--- src/rtl/cbus_rr_arbiter_pkg.sv ---
// Shared cache-bus types and the arbiter state encoding, reused by the
// cbus arbiter now and by a dbus arbiter later.
package cbus_rr_arbiter_pkg;

  typedef enum logic [2:0] {
    MSIZE1 = 3'd0,
    MSIZE2 = 3'd1,
    MSIZE4 = 3'd2,
    MSIZE8 = 3'd3
  } msize_t;

  typedef enum logic [3:0] {
    MLEN1  = 4'd0,
    MLEN2  = 4'd1,
    MLEN4  = 4'd3,
    MLEN8  = 4'd7,
    MLEN16 = 4'd15
  } mlen_t;

  typedef enum logic [1:0] {
    AXI_BURST_FIXED = 2'd0,
    AXI_BURST_INCR  = 2'd1,
    AXI_BURST_WRAP  = 2'd2
  } axi_burst_type_t;

  typedef struct packed {
    logic            valid;
    logic            is_write;
    msize_t          size;
    logic [31:0]     addr;
    logic [7:0]      strobe;
    logic [63:0]     data;
    mlen_t           len;
    axi_burst_type_t burst;
  } cbus_req_t;

  typedef struct packed {
    logic        ready;
    logic        last;
    logic [63:0] data;
  } cbus_resp_t;

  typedef enum logic {
    IDLE  = 1'b0,
    GRANT = 1'b1
  } arb_state_t;

endpackage

--- src/rtl/cbus_rr_arbiter_rr_pick.sv ---
// Round-robin winner select: rotate the request vector so ptr sits at bit 0,
// take the lowest set bit, then rotate the index back.
module rr_pick #(
  parameter  int N  = 2,
  localparam int IW = (N > 1) ? $clog2(N) : 1
) (
  input  logic [N-1:0]  req_vec,
  input  logic [IW-1:0] ptr,
  output logic          any,
  output logic [IW-1:0] idx
);

  logic [N-1:0]  rot_s;
  logic [IW-1:0] first_s;

  // rotate, priority-encode from the bottom, un-rotate
  always_comb begin
    rot_s   = '0;
    first_s = '0;
    for (int k = 0; k < N; k++) begin
      rot_s[k] = req_vec[(int'(ptr) + k) % N];
    end
    for (int k = N - 1; k >= 0; k--) begin
      first_s = rot_s[k] ? IW'(k) : first_s;
    end
    any = |req_vec;
    idx = IW'((int'(first_s) + int'(ptr)) % N);
  end

endmodule

--- src/rtl/cbus_rr_arbiter.sv ---
// Round-robin arbiter sharing one cache bus between NUM_REQ masters; the grant
// is held for a whole burst and released on the final ready beat.
module cbus_rr_arbiter
  import cbus_rr_arbiter_pkg::*;
#(
  parameter  int NUM_REQ  = 2,
  localparam int IDX_BITS = (NUM_REQ > 1) ? $clog2(NUM_REQ) : 1
) (
  input  logic                clk,
  input  logic                resetn,
  input  cbus_req_t           ireqs  [NUM_REQ],
  output cbus_resp_t          iresps [NUM_REQ],
  output cbus_req_t           oreq,
  input  cbus_resp_t          oresp,
  output logic [IDX_BITS-1:0] owner,
  output logic                busy,
  output logic                protocol_err
);

  localparam logic [IDX_BITS-1:0] LAST_IDX = IDX_BITS'(NUM_REQ - 1);

  arb_state_t          state_r;
  logic [IDX_BITS-1:0] owner_r;
  logic [IDX_BITS-1:0] rr_ptr_r;
  logic                protocol_err_r;

  logic [NUM_REQ-1:0]  req_vec_s;
  logic                any_s;
  logic [IDX_BITS-1:0] win_s;
  logic [IDX_BITS-1:0] next_ptr_s;
  logic                burst_end_s;

  // gather the valid bits of every master
  always_comb begin
    req_vec_s = '0;
    for (int i = 0; i < NUM_REQ; i++) begin
      req_vec_s[i] = ireqs[i].valid;
    end
  end

  rr_pick #(.N(NUM_REQ)) u_pick (
    .req_vec (req_vec_s),
    .ptr     (rr_ptr_r),
    .any     (any_s),
    .idx     (win_s)
  );

  assign burst_end_s = oresp.ready & oresp.last;
  assign next_ptr_s  = (owner_r == LAST_IDX) ? '0 : owner_r + IDX_BITS'(1);

  // arbitration FSM; a dropped valid mid-burst is flagged but cannot abort the burst
  always_ff @(posedge clk or negedge resetn) begin
    if (!resetn) begin
      state_r        <= IDLE;
      owner_r        <= '0;
      rr_ptr_r       <= '0;
      protocol_err_r <= 1'b0;
    end else begin
      case (state_r)
        IDLE: begin
          if (any_s) begin
            owner_r <= win_s;
            state_r <= GRANT;
          end else begin
            state_r <= IDLE;
          end
        end
        GRANT: begin
          if (burst_end_s) begin
            state_r  <= IDLE;
            rr_ptr_r <= next_ptr_s;
          end else if (!ireqs[owner_r].valid) begin
            protocol_err_r <= 1'b1;
          end else begin
            state_r <= GRANT;
          end
        end
        default: state_r <= IDLE;
      endcase
    end
  end

  // combinational routing between the granted master and the bridge
  always_comb begin
    oreq = '0;
    for (int i = 0; i < NUM_REQ; i++) begin
      iresps[i] = '0;
    end
    if (state_r == GRANT) begin
      oreq            = ireqs[owner_r];
      iresps[owner_r] = oresp;
    end else begin
      oreq = '0;
    end
  end

  assign owner        = owner_r;
  assign busy         = (state_r == GRANT);
  assign protocol_err = protocol_err_r;

endmodule

--- config.mk ---
export PLATFORM = sky130hd
export DESIGN_NAME = cbus_rr_arbiter
export DESIGN_NICKNAME = d
export VERILOG_FILES = /design/src/rtl/cbus_rr_arbiter_pkg.sv /design/src/rtl/cbus_rr_arbiter_rr_pick.sv /design/src/rtl/cbus_rr_arbiter.sv
export SDC_FILE = /design/constraint.sdc
export NUM_CORES = 1
export LEC_CHECK = 0
export CORE_AREA = 2 2 214 216
export CTS_CLUSTER_SIZE = 25
export DETAILED_ROUTE_END_ITERATION = 7
export DIE_AREA = 0 0 216 218
export HOLD_SLACK_MARGIN = 0.03
export PLACE_DENSITY = 0.35
export SLEW_MARGIN = 5
export SYNTH_ARGS = -nofsm -noshare
export SYNTH_HDL_FRONTEND = slang
export SYNTH_HIERARCHICAL = 1
export SYNTH_SLANG_ARGS = --single-unit
--- constraint.sdc ---
create_clock -name clk -period 3.2 [get_ports clk]
set_input_delay 0.64 -clock clk [delete_from_list [all_inputs] [get_ports clk]]
set_output_delay 0.64 -clock clk [all_outputs]
set_load 0.05 [all_outputs]
== After elaboration in Yosys (flattened, before gate mapping) ==
Index checks and enable logic that the tools add are counted.

* $lt $le $gt $ge: 4
* Muxes and demuxes: 18
* Bitwise logic cells: 7
* Reductions and logical operators: 5
* Add/subtract/negate cells: 3

{| class="wikitable"
|+ Operators by type and width
! cell !! number
|-
| 2-to-1 mux 115 bit || 4
|-
| AND 132 bit || 1
|-
| 2-to-1 mux 132 bit || 1
|-
| demux 66 bit (select 1 bit) || 1
|-
| 2-to-1 mux 66 bit || 1
|-
| 2-to-1 mux 1 bit || 10
|-
| AND reduction 2 bit || 2
|-
| < comparator 2 x 3 -> 1 bit (second input constant) || 1
|-
| NOT 1 bit || 3
|-
| AND reduction 3 bit || 1
|-
| adder 1 bit (second input constant) || 2
|-
| >= comparator 2 bit (second input constant) || 1
|-
| < comparator 1 x 2 -> 1 bit (second input constant) || 1
|-
| < comparator 2 x 1 -> 1 bit (second input constant) || 1
|-
| NOT 1 -> 2 bit || 1
|-
| one-hot mux 1 bit (2 select lines) || 1
|-
| OR reduction 2 bit || 1
|-
| adder 1 bit || 1
|-
| AND 1 bit || 1
|-
| AND 1 bit (first input constant) || 1
|-
| logical AND 1 bit || 1
|}

* Register bits after elaboration: 4
* Output and inout port bits: 250
* Input bits: 298
* Logic and storage cells: 41

== Depth between registers and ports, before layout ==
* Depth in word-level cells: 8
* Mapped depth: 5
* Gate-level depth less buffers: 3

== Hierarchy ==
Netlist, hierarchy kept.

{| class="wikitable"
|+ By module, submodules not included
! module !! area each (um^2) !! cells an instance !! instances !! seq. area each (um^2)
|-
| cbus_rr_arbiter || 3228.1 || 423 || 1 || 100.1
|-
| rr_pick || 21.3 || 3 || 1 || 0.0
|}

== Least setup slack after synthesis ==
OpenSTA, ideal clock, no wires.

* Kind: register -> output
* Start: reg owner_r, in the netlist owner
* End: out oreq[100] (netlist name)
* Arrival time: 1.912 ns
* Required time: 2.560 ns
* Cell stages (with the launch flop): 6
* Path slack: 0.648 ns
* Path buffers: 3
* Path through: dfrtp_1 buf_4 buf_12 buf_8 mux2i_1 nor2b_1

{| class="wikitable"
|+ RTL lines
! what !! RTL line !! source
|-
| start: declaration || cbus_rr_arbiter.sv:23 || <nowiki>logic [IDX_BITS-1:0] owner_r;</nowiki>
|-
| start signal: assignment || cbus_rr_arbiter.sv:62 || <nowiki>owner_r <= win_s;</nowiki>
|-
| end: declaration || cbus_rr_arbiter.sv:13 || <nowiki>output cbus_req_t oreq,</nowiki>
|}

==> qor.yml <==
yosysTopAreaCell: "mux2i_1"
ys_warn_count: 6
first_iter_violations: 121
syn_nets: 724
synth_flop_cell: "dfrtp_1"
nNetsFinal: 1240
final.period_utilization_pct: 90.4
route.final.wire_length_mm: 25.1
p_per_area_nw_per_um2: 756
r2r_setup_slack_ps: 1310
synth_top_family_by_area: "simple AND/OR/NAND/NOR gates"
hp-start: "protocol_err$_DFFE_PN0P_"
coreArea_um2: 44900
postLayoutCoreUtil_pct: 22.8
crit_path_start_kind: "register"
cts_tree: "yes"
drive_gt1_share_pct: 23.2
dpl_cell_area_um2: 10100
drv_cap: 0
grt_pass1_vias: 5221
drv_slew: 0
nFillCells: 4919
core.rowCount: 78
clock_latency_ps: 220
seq_area_um2: 108
rsz0062_at_grt: "no"
netlist_instances: 426
synthAdderAreaFrac_pct: 0.347
cts.sinks: 4
postCtsSetupRepairBufs: 0
wl_per_cell_um: 16.3
synth_edf_count: 0
synth_compound_area_share_pct: 0.501
cts_resized: 0
grt_max_degree: 78
die_x_um: 216
synthesis.area_um2: 3250
vias: 4991
regToRegStartpoint: "busy$_DFF_PN0_"
hold_end: "protocol_err$_DFFE_PN0P_"
fin_area_um2: 10200
ir_drop_mv: 0.321
track_usage_pct: 9.74
fin_cells: 1541
max_freq_ghz: 0.346
area_growth_syn_to_layout_pct: 214
hold_viol_final: 0
dp_hpwl_mm: 21.2
cts-root-buf: "clkbuf_16"
fin_skew_ps: 2.16
cts_made_buffers: 3
async_flop_share_pct: 100
hold_class: "register to register"
h-tree-depth: 1
dpl.cell_count: 1537
die-area_um2: 47100
overflow: 0
yosys.area_share.xor_xnor_pct: 0
vias_per_cell: 3.24
finalSetupViolations: 0
power_leakage_nw: 4.43
cts_max_path_buffers: 2
seq_area_frac_synth_pct: 3.08
worst_ep_required_time_ps: 2560
min_path_cells: 1
grt_pass1_wl_mm: 34.9
pin_count: 548
fin_crit_ps: 2890
ys_ff_latch: 4
diodes: 0
endpoint_kind: "output port"
yosys-top-cells-area: "mux2i_1, nor2b_1, and2_1"
clk_pin_slew_ps: 30
syn_avg_cell_area_um2: 7.63
synthTopCellsByCount: "mux2i_1, nor2b_1, and2_1, and3_1, clkbuf_1"
worstReg2RegEnd: "owner$_DFFE_PN0P_"
rr_worst_depth: 4
crit_path_start: "owner$_DFFE_PN0P_"
numPortBuffers: 547
crit_type: "register to output port"
worst_hold_slack_ps: 466
multi_input_comb_area_um2: 2780
route.detailed.drc: 0
drt_pass1_iterations: 4
tightest_slew_ps: 942
synth_mux_area_share_pct: 36.1
ant_nets: 0
cp_data_arrival_time_ps: 2250
die_h_um: 218
slew-limit-headroom_pct: 37.2
outcome: "completed"
gp_congestion: 0.723
yosys.area_share.simple_pct: 48.5
synth_top_area_share_pct: 35.7
crit_fanout: 51
setup_tns_ps: 0
postCtsHoldBufs: 0
grt_antenna_before_repair: 1
initial_core_util_pct: 7.24
synth_cell_type_count: 20
[layout by cell type, fill, tap and decap left out, types with 3 or more instances in the layout]
master and count:
nor2b_1 116, and2_1 66, and3_1 66, buf_12 113, buf_4 95, mux2i_1 116, clkdlybuf4s50_1 351, clkbuf_16 3
[area by class of cell]
type | instances | area share (%)
clock buffers | 4 | 0.772
inverters | 2 | 0.0735
multi-input cells | 372 | 27.2
flip-flops and latches | 4 | 1.05
well taps | 600 | 7.35
repair buffers | 559 | 63.5
[through the flow]
stage	power [mW]	setup WS, ps
2_1_floorplan	4.64	648
3_3_place_gp	7.68	392
3_5_place_dp	7.63	407
4_1_cts	7.85	213
5_1_grt	8.05	124
6_report	7.72	306
[flip-flops by register name (all words and copies together), names as in the netlist]
register and flops:
busy 1, owner 1, protocol_err 1, rr_ptr_r 1
[worst max path at each step]
stage	to	slack [ps]
final	oreq[90]	310
after global routing	oreq[88]	120
after CTS	oreq[90]	210
after detailed placement	iresps[65]	410
after global placement	oreq[111]	390
after floorplan	oreq[100]	650
[where the power goes]
part	total [mW]	switching (mW)	leakage, nW	internal, mW
sequential	0.115	0.0455	0.0411	0.0696
combinational	7.40	4.38	4.35	3.02
clock	0.199	0.0349	0.0382	0.165
[worst max-delay path, stage by stage, from the launching register on]
cell,delay [ps]
dfrtp_4,500
buf_4,740
mux2i_1,260
nor2b_1,270
buf_12,170
[per-layer routing]
| layer | track usage [%] | vias up | wire [um] |
|---|---|---|---|
| met2 | 19.3 | 322 | 13500 |
| met1 | 10.2 | 2206 | 8990 |
| li1 | - | 2455 | - |
| met4 | 0.776 | 0 | 111 |
| met3 | 3.36 | 8 | 2560 |
| met5 | 0 | - | 0 |
[cells by family (layout without fill, tap and decap cells)]
group / after synthesis / after routing
mux: 117 / 117
compound gates: 2 / 2
flops: 4 / 4
fa+ha+maj: 1 / 1
buf+inv: 50 / 565
simple gates: 252 / 252
Power figures use the tool's default switching activity.
